## src/rtl/keypad_encoder8to3.sv

```systemverilog
// keypad_encoder8to3: registered 8-to-3 priority encoder for the ATM front panel.
// Debounces the eight key lines and reports each accepted press exactly once.
// Each code is held with Valid until the control FSM acknowledges it with Ack.
// Optional build macro MULTI_PRESS_REJECT_EN:
//   when defined, a press with more than one key down is rejected with a one-cycle
//   Err pulse instead of being priority-encoded.
module keypad_encoder8to3 #(
  parameter int DEBOUNCE_CYCLES = 4,
  parameter int CNT_W           = 8
) (
  input  logic       Clk,
  input  logic       Reset,
  input  logic [7:0] Btn,
  input  logic       Ack,
  output logic [2:0] Code,
  output logic       Valid,
  output logic       Err
);

  typedef enum logic [1:0] {IDLE, DEBOUNCE, HOLD, RELEASE} state_t;

  // Counter value on which the next matching sample completes the debounce.
  localparam logic [CNT_W-1:0] DEB_LAST = CNT_W'(DEBOUNCE_CYCLES - 1);

  state_t           state, state_nxt;
  logic [7:0]       snapshot, snapshot_nxt;
  logic [CNT_W-1:0] counter, counter_nxt;
  logic [2:0]       code_nxt;
  logic             valid_nxt;

  // Index of the highest set bit; Btn[7] has top priority.
  function automatic logic [2:0] encode(input logic [7:0] v);
    logic [2:0] idx;
    idx = 3'd0;
    for (int i = 0; i < 8; i++) begin
      if (v[i]) idx = 3'(i);
    end
    return idx;
  endfunction

`ifdef MULTI_PRESS_REJECT_EN
  logic err_q, err_nxt;

  // True when more than one key line is set.
  function automatic logic is_multi(input logic [7:0] v);
    return |(v & (v - 8'd1));
  endfunction

  assign Err = err_q;
`else
  assign Err = 1'b0;
`endif

  // Next-state and next-output logic for the press/handshake FSM.
  always_comb begin
    state_nxt    = state;
    snapshot_nxt = snapshot;
    counter_nxt  = counter;
    code_nxt     = Code;
    valid_nxt    = Valid;
`ifdef MULTI_PRESS_REJECT_EN
    err_nxt      = 1'b0;
`endif
    case (state)
      IDLE: begin
        if (Btn != 8'd0) begin
          snapshot_nxt = Btn;
          counter_nxt  = '0;
          state_nxt    = DEBOUNCE;
        end
      end
      DEBOUNCE: begin
        if (Btn != snapshot) begin
          // Any change, including release or a change on the completing edge, aborts.
          counter_nxt = '0;
          state_nxt   = IDLE;
        end else if (counter == DEB_LAST) begin
          counter_nxt = '0;
`ifdef MULTI_PRESS_REJECT_EN
          if (is_multi(snapshot)) begin
            err_nxt   = 1'b1;
            state_nxt = RELEASE;
          end else begin
            code_nxt  = encode(snapshot);
            valid_nxt = 1'b1;
            state_nxt = HOLD;
          end
`else
          code_nxt  = encode(snapshot);
          valid_nxt = 1'b1;
          state_nxt = HOLD;
`endif
        end else begin
          counter_nxt = counter + 1'b1;
        end
      end
      HOLD: begin
        if (Ack) begin
          valid_nxt = 1'b0;
          state_nxt = RELEASE;
        end
      end
      RELEASE: begin
        // A held key never produces a second code; wait for full release.
        if (Btn == 8'd0) state_nxt = IDLE;
      end
      default: state_nxt = IDLE;
    endcase
  end

  // State and registered outputs; reset overrides everything.
  always_ff @(posedge Clk) begin
    if (Reset) begin
      state    <= IDLE;
      snapshot <= 8'd0;
      counter  <= '0;
      Code     <= 3'd0;
      Valid    <= 1'b0;
`ifdef MULTI_PRESS_REJECT_EN
      err_q    <= 1'b0;
`endif
    end else begin
      state    <= state_nxt;
      snapshot <= snapshot_nxt;
      counter  <= counter_nxt;
      Code     <= code_nxt;
      Valid    <= valid_nxt;
`ifdef MULTI_PRESS_REJECT_EN
      err_q    <= err_nxt;
`endif
    end
  end

endmodule
```

## config.mk

```make
export PLATFORM = sky130hd
export DESIGN_NAME = keypad_encoder8to3
export DESIGN_NICKNAME = d
export VERILOG_FILES = /design/src/rtl/keypad_encoder8to3.sv
export SDC_FILE = /design/constraint.sdc
export NUM_CORES = 1
export LEC_CHECK = 0
export CAP_MARGIN = 30
export CORE_AREA = 2 2 51 53
export DETAILED_ROUTE_END_ITERATION = 7
export DIE_AREA = 0 0 53 55
export PLACE_DENSITY = 0.74
export SYNTH_ARGS = -nofsm -noshare
export SYNTH_HDL_FRONTEND = slang
export SYNTH_SLANG_ARGS = --single-unit
```

## constraint.sdc

```tcl
create_clock -name Clk -period 2.5 [get_ports Clk]
set_clock_uncertainty 0.15 [all_clocks]
set_input_delay 0.5 -clock Clk [delete_from_list [all_inputs] [get_ports Clk]]
set_output_delay 0.5 -clock Clk [all_outputs]
set_load 0.1 [all_outputs]
```

Word level (Yosys, flattened, before mapping)
Cells that the tools add are included.
{ "word_totals": {"register_bits": 22, "in_bits": 11, "out_inout_bits": 5, "word_cells": 49} }
{ "op_classes": {"n_addsub": 1, "n_eq_ne": 11, "mux": 21, "bitwise_logic": 1, "n_reduce_logical": 10} }
{ "op_table": {"columns": ["op", "n"], "rows": [
  ["$mux 8", 3],
  ["$mux 3", 6],
  ["$pmux 8 s2", 1],
  ["$mux 2", 5],
  ["$ne 2x2->1 const B", 5],
  ["$add 8x1->8 const B", 1],
  ["$eq 8x2->1 const B", 1],
  ["$logic_not 8->1", 1],
  ["$ne 8x8->1", 1],
  ["$pmux 2 s4", 1],
  ["$reduce_and 4->1", 2],
  ["$reduce_bool 8->1", 1],
  ["$eq 2x2->1 const B", 2],
  ["$mux 1", 4],
  ["$reduce_and 2->1", 2],
  ["$reduce_bool 2->1", 2],
  ["$ne 3x3->1 const B", 1],
  ["$reduce_and 3->1", 1],
  ["$eq 2x1->1 const B", 1],
  ["$logic_not 2->1", 1],
  ["$pmux 1 s2", 1],
  ["$not 1->1", 1]
]} }

Longest topological paths before layout
{ "logic_depth": {"depth_word": 7, "depth_mapped": 6} }

Worst setup path after synthesis
Ideal clock, no wire load.
{ "synth_path": {"path_kind": "in2reg", "startpoint": "input Btn[0]", "endpoint": "register Code[1]", "setup_time_ns": 0.091, "arrival_time_ns": 1.756, "setup_slack_ns": 0.503, "cell_stages": 5, "path_cell_list": "xor2_1 > or4_4 > nor4_4 > nor2_1 > a311oi_1"} }
{ "synth_via": {"elab_chain_cells": 3} }
{ "synth_rtl": {"columns": ["element", "line_no", "text"], "rows": [
  ["from (decl)", "13", "input logic [7:0] Btn,"],
  ["$ne 8x8->1", "73", "if (Btn != snapshot) begin"],
  ["$not 1->1 (no source line)", null, null],
  ["$reduce_and 3->1 (no source line)", null, null],
  ["to (signal assigned)", "126", "Code <= code_nxt;"],
  ["to (decl)", "15", "output logic [2:0] Code,"]
]} }
No other way between the ends.
A chain may end at the register's enable or synchronous reset.

Final worst setup path
{ "layout_path": {"startpoint": "input Btn[2]", "endpoint": "register counter[2]"} }
{ "layout_via": {"elab_chain_cells": 3} }
{ "layout_rtl": {"columns": ["element", "line_no", "text"], "rows": [
  ["$ne 8x8->1 / $reduce_bool 8->1 (equally long branches)", "73, 66", null],
  ["$mux 8 / $ne 2x2->1 (equally long branches)", null, null],
  ["$pmux 8 s2 / $reduce_and 2->1 (equally long branches)", null, null],
  ["to (signal assigned)", "125", "counter <= counter_nxt;"],
  ["to (decl)", "27", "logic [CNT_W-1:0] counter, counter_nxt;"]
]} }
Parallel ways exist; a longest one is shown, timed or not.

==> run_results.csv <==
group,metric,value,unit
sta,fin_crit,2190,ps
clocking,cts_buffers,3,
worst_hold_path,hold_path_class,"flip-flop to flip-flop",
global_routing,grt_util_met3,2.69,%
sta,setup_violations,0,
setup_path,crit_path_end_kind,"flip-flop",
floorplanning,num_io_pins,16,
setup_path,reg2reg_slack,440,ps
yosys,syn-num-nets,150,
global_routing,grt_first_pass_wirelength,4130,um
yosys,synthCells,138,
global_routing,grt-busiest-layer,"met2",
global_routing,met1_usage,19.6,%
placement,port_buffers,14,
yosys,ys_warn_count,0,
yosys,synthDistinctLibCells,39,
clocking,clock_sinks,22,
yosys,synthesis.area,1170,um2
yosys,syn_avg_cell_area,8.50,um2
yosys,synth_edf_count,0,
yosys,yosysSeqAreaShare,37.5,%
clocking,ctsHoldBuffers,0,
yosys,synth_top_area_share,37.5,%
worst_hold_path,hold_depth,2,
setup_path,regToRegStartpoint,"counter[0]",
clocking,cts_resized,0,
floorplanning,rows,18,
power,peakVddDrop,414,uV
finish,nets,176,
sta,rsz0062_at_grt,"false",
clocking,clock_latency,300,ps
finish,fill_cells,227,
floorplanning,start_util,49.6,%
routing,drt_iter0_drc,23,
yosys,synth_seq_cells,22,
yosys,yosysMostFrequentCell,"dfxtp_1",
placement,dp_worst_setup_slack,-31.5,ps
yosys,yosys-top-cells-area,"dfxtp_1 (38%), mux2i_1 (6.0%), xor2_1 (6.0%)",
yosys,async_reset_ff_share,0,%
placement,hpwl,2080,um
yosys,synth_area_leader_cell,"dfxtp_1",
floorplanning,dieArea,2920,um2
setup_path,path_max_fanout,4,
floorplanning,die_width,53,um
global_routing,use_met2,39.6,%
sta,clock.fmax,0.456,GHz
clocking,post_cts_buffers,0,
routing,ant_nets,0,
global_routing,grt_pass1_vias,1025,
power,p_total,0.000739,W
global_routing,grt_usage,19.3,%
placement,gp_routability_congestion,0.839,
routing,vias_per_cell,5.66,
routing,drt_first_pass_iters,4,
floorplanning,core_area,2360,um2
yosys,ys_top_cells_by_count,"dfxtp_1 (22), nor2_1 (18), nand3_1 (9)",
floorplanning,die_y,55,um
routing,drc,0,
worst_hold_path,min_to,"Code[0]",
setup_path,rr_worst_depth,6,
setup_path,cp.required,2610,ps
sta,hold_viol_final,0,
power,power_density,507,nW/um2
clocking,cts_max_level,1,
clocking,cts_tree,"built",
global_routing,antenna_found_initial,0,
setup_path,cp-start-kind,"input port",
power,p_leak,0.606,nW
finish,syn2layout_area_growth,24.2,%
global_routing,grt_max_degree,14,
worst_hold_path,hp-start,"Code[0]",
setup_path,path_class,"input port to flip-flop",
run,cap_violations,0,
routing,route.vias.total,1093,
setup_path,reg2reg_to,"Code[2]",
finish,final_layout_size_suffix_gt1_share,17.8,%
routing,wirelength,2580,um
sta,fin_ws,309,ps
clocking,cts.reportedPaths.clkPinSlew,120,ps
routing,wl_per_cell,13.4,um
clocking,cts-root-buf,"clkbuf_4",
clocking,clk_path_buf_depth,2,
global_routing,overflow,0,
sta,drv_slew,0,
yosys,ys.flop_type,"dfxtp_1",
finish,antenna_cells,0,
sta,timing.final.crit_share,87.6,%
setup_path,arrival,2300,ps
finish,finish.utilization,61.6,%
outcome,status,"finished, final reports clean",
cell families (layout without fill, tap and decap cells):
| group | Yosys count | after routing | share of synthesized area [%] |
|---|---|---|---|
| other | 1 | 1 | 0.320 |
| AOI/OAI and AO/OA | 29 | 29 | 17.3 |
| muxes | 7 | 7 | 5.97 |
| DFF | 22 | 22 | 37.5 |
| buffers and inverters | 10 | 35 | 3.52 |
| adders and majority gates | 1 | 1 | 1.07 |
| xor gates and xnor gates | 8 | 8 | 5.97 |
| and+or+nand+nor | 60 | 60 | 28.4 |
critical path, cell delays in order:
cell and delay (ps):
clkdlybuf4s50_1 440, buf_4 150, nor4_1 370, nand2_1 190, o21ai_0 180, buf_4 150, and2_1 190, a21o_1 130
worst max path at each step:
stage	slack (ps)	from	end
2_1_floorplan	500	Btn[0]	Code[1]
3_3_place_gp	30	Btn[0]	Code[2]
3_5_place_dp	-30	Btn[0]	Code[2]
4_1_cts	300	Btn[4]	Code[2]
5_1_grt	110	counter[0]	Valid
6_report	310	Btn[2]	counter[2]
metal layers:
layer  share of wire, %  vias to the layer above
li1                   -                      550
met1                 41                      524
met2                 55                       15
met3                2.7                        4
met4               0.85                        0
met5                  0                        -
cell usage in the layout, fill, tap and decap left out, types with 3 or more instances in the layout:
cell type        count
dfxtp_1             22
nor2_1              18
buf_4               15
clkdlybuf4s50_1     10
nand3_1              9
nand2_1              8
xor2_1               8
a21oi_1              8
mux2i_1              7
inv_1                5
or3_1                4
a21o_1               4
nor4_1               3
o21ai_0              3
a311oi_1             3
clkbuf_4             3
registers in the layout, indices dropped and copies added (netlist names), named ones only:
register,count
state,1
counter,8
snapshot,8
Code,3
Valid,1
per-stage QoR:
step | TNS, ps | area [um2] | hold WS, ps | instances
floorplan | 0 | 1170 | 315 | 138
global placement | 0 | 1410 | 339 | 189
detailed placement | -89.0 | 1410 | 359 | 189
CTS | 0 | 1460 | 376 | 193
global route | 0 | 1460 | 396 | 193
finish | 0 | 1460 | 370 | 193
area by class of cell:
cell class | count | area [um2] | area share [%]
Clock buffer | 3 | 22.5 | 1.55
Inverter | 6 | 22.5 | 1.55
Multi-Input combinational cell | 106 | 692 | 47.5
Sequential cell | 22 | 440 | 30.2
Clock inverter | 1 | 30.0 | 2.06
Tap cell | 30 | 37.5 | 2.58
Timing Repair Buffer | 25 | 213 | 14.6
power by group:
group | switching (W) | internal [W] | leakage, nW
Sequential | 0.0000122 | 0.000361 | 0.179
Combinational | 0.0000537 | 0.0000457 | 0.399
Clock | 0.000105 | 0.000162 | 0.0279
Power figures use the tool's default switching activity.
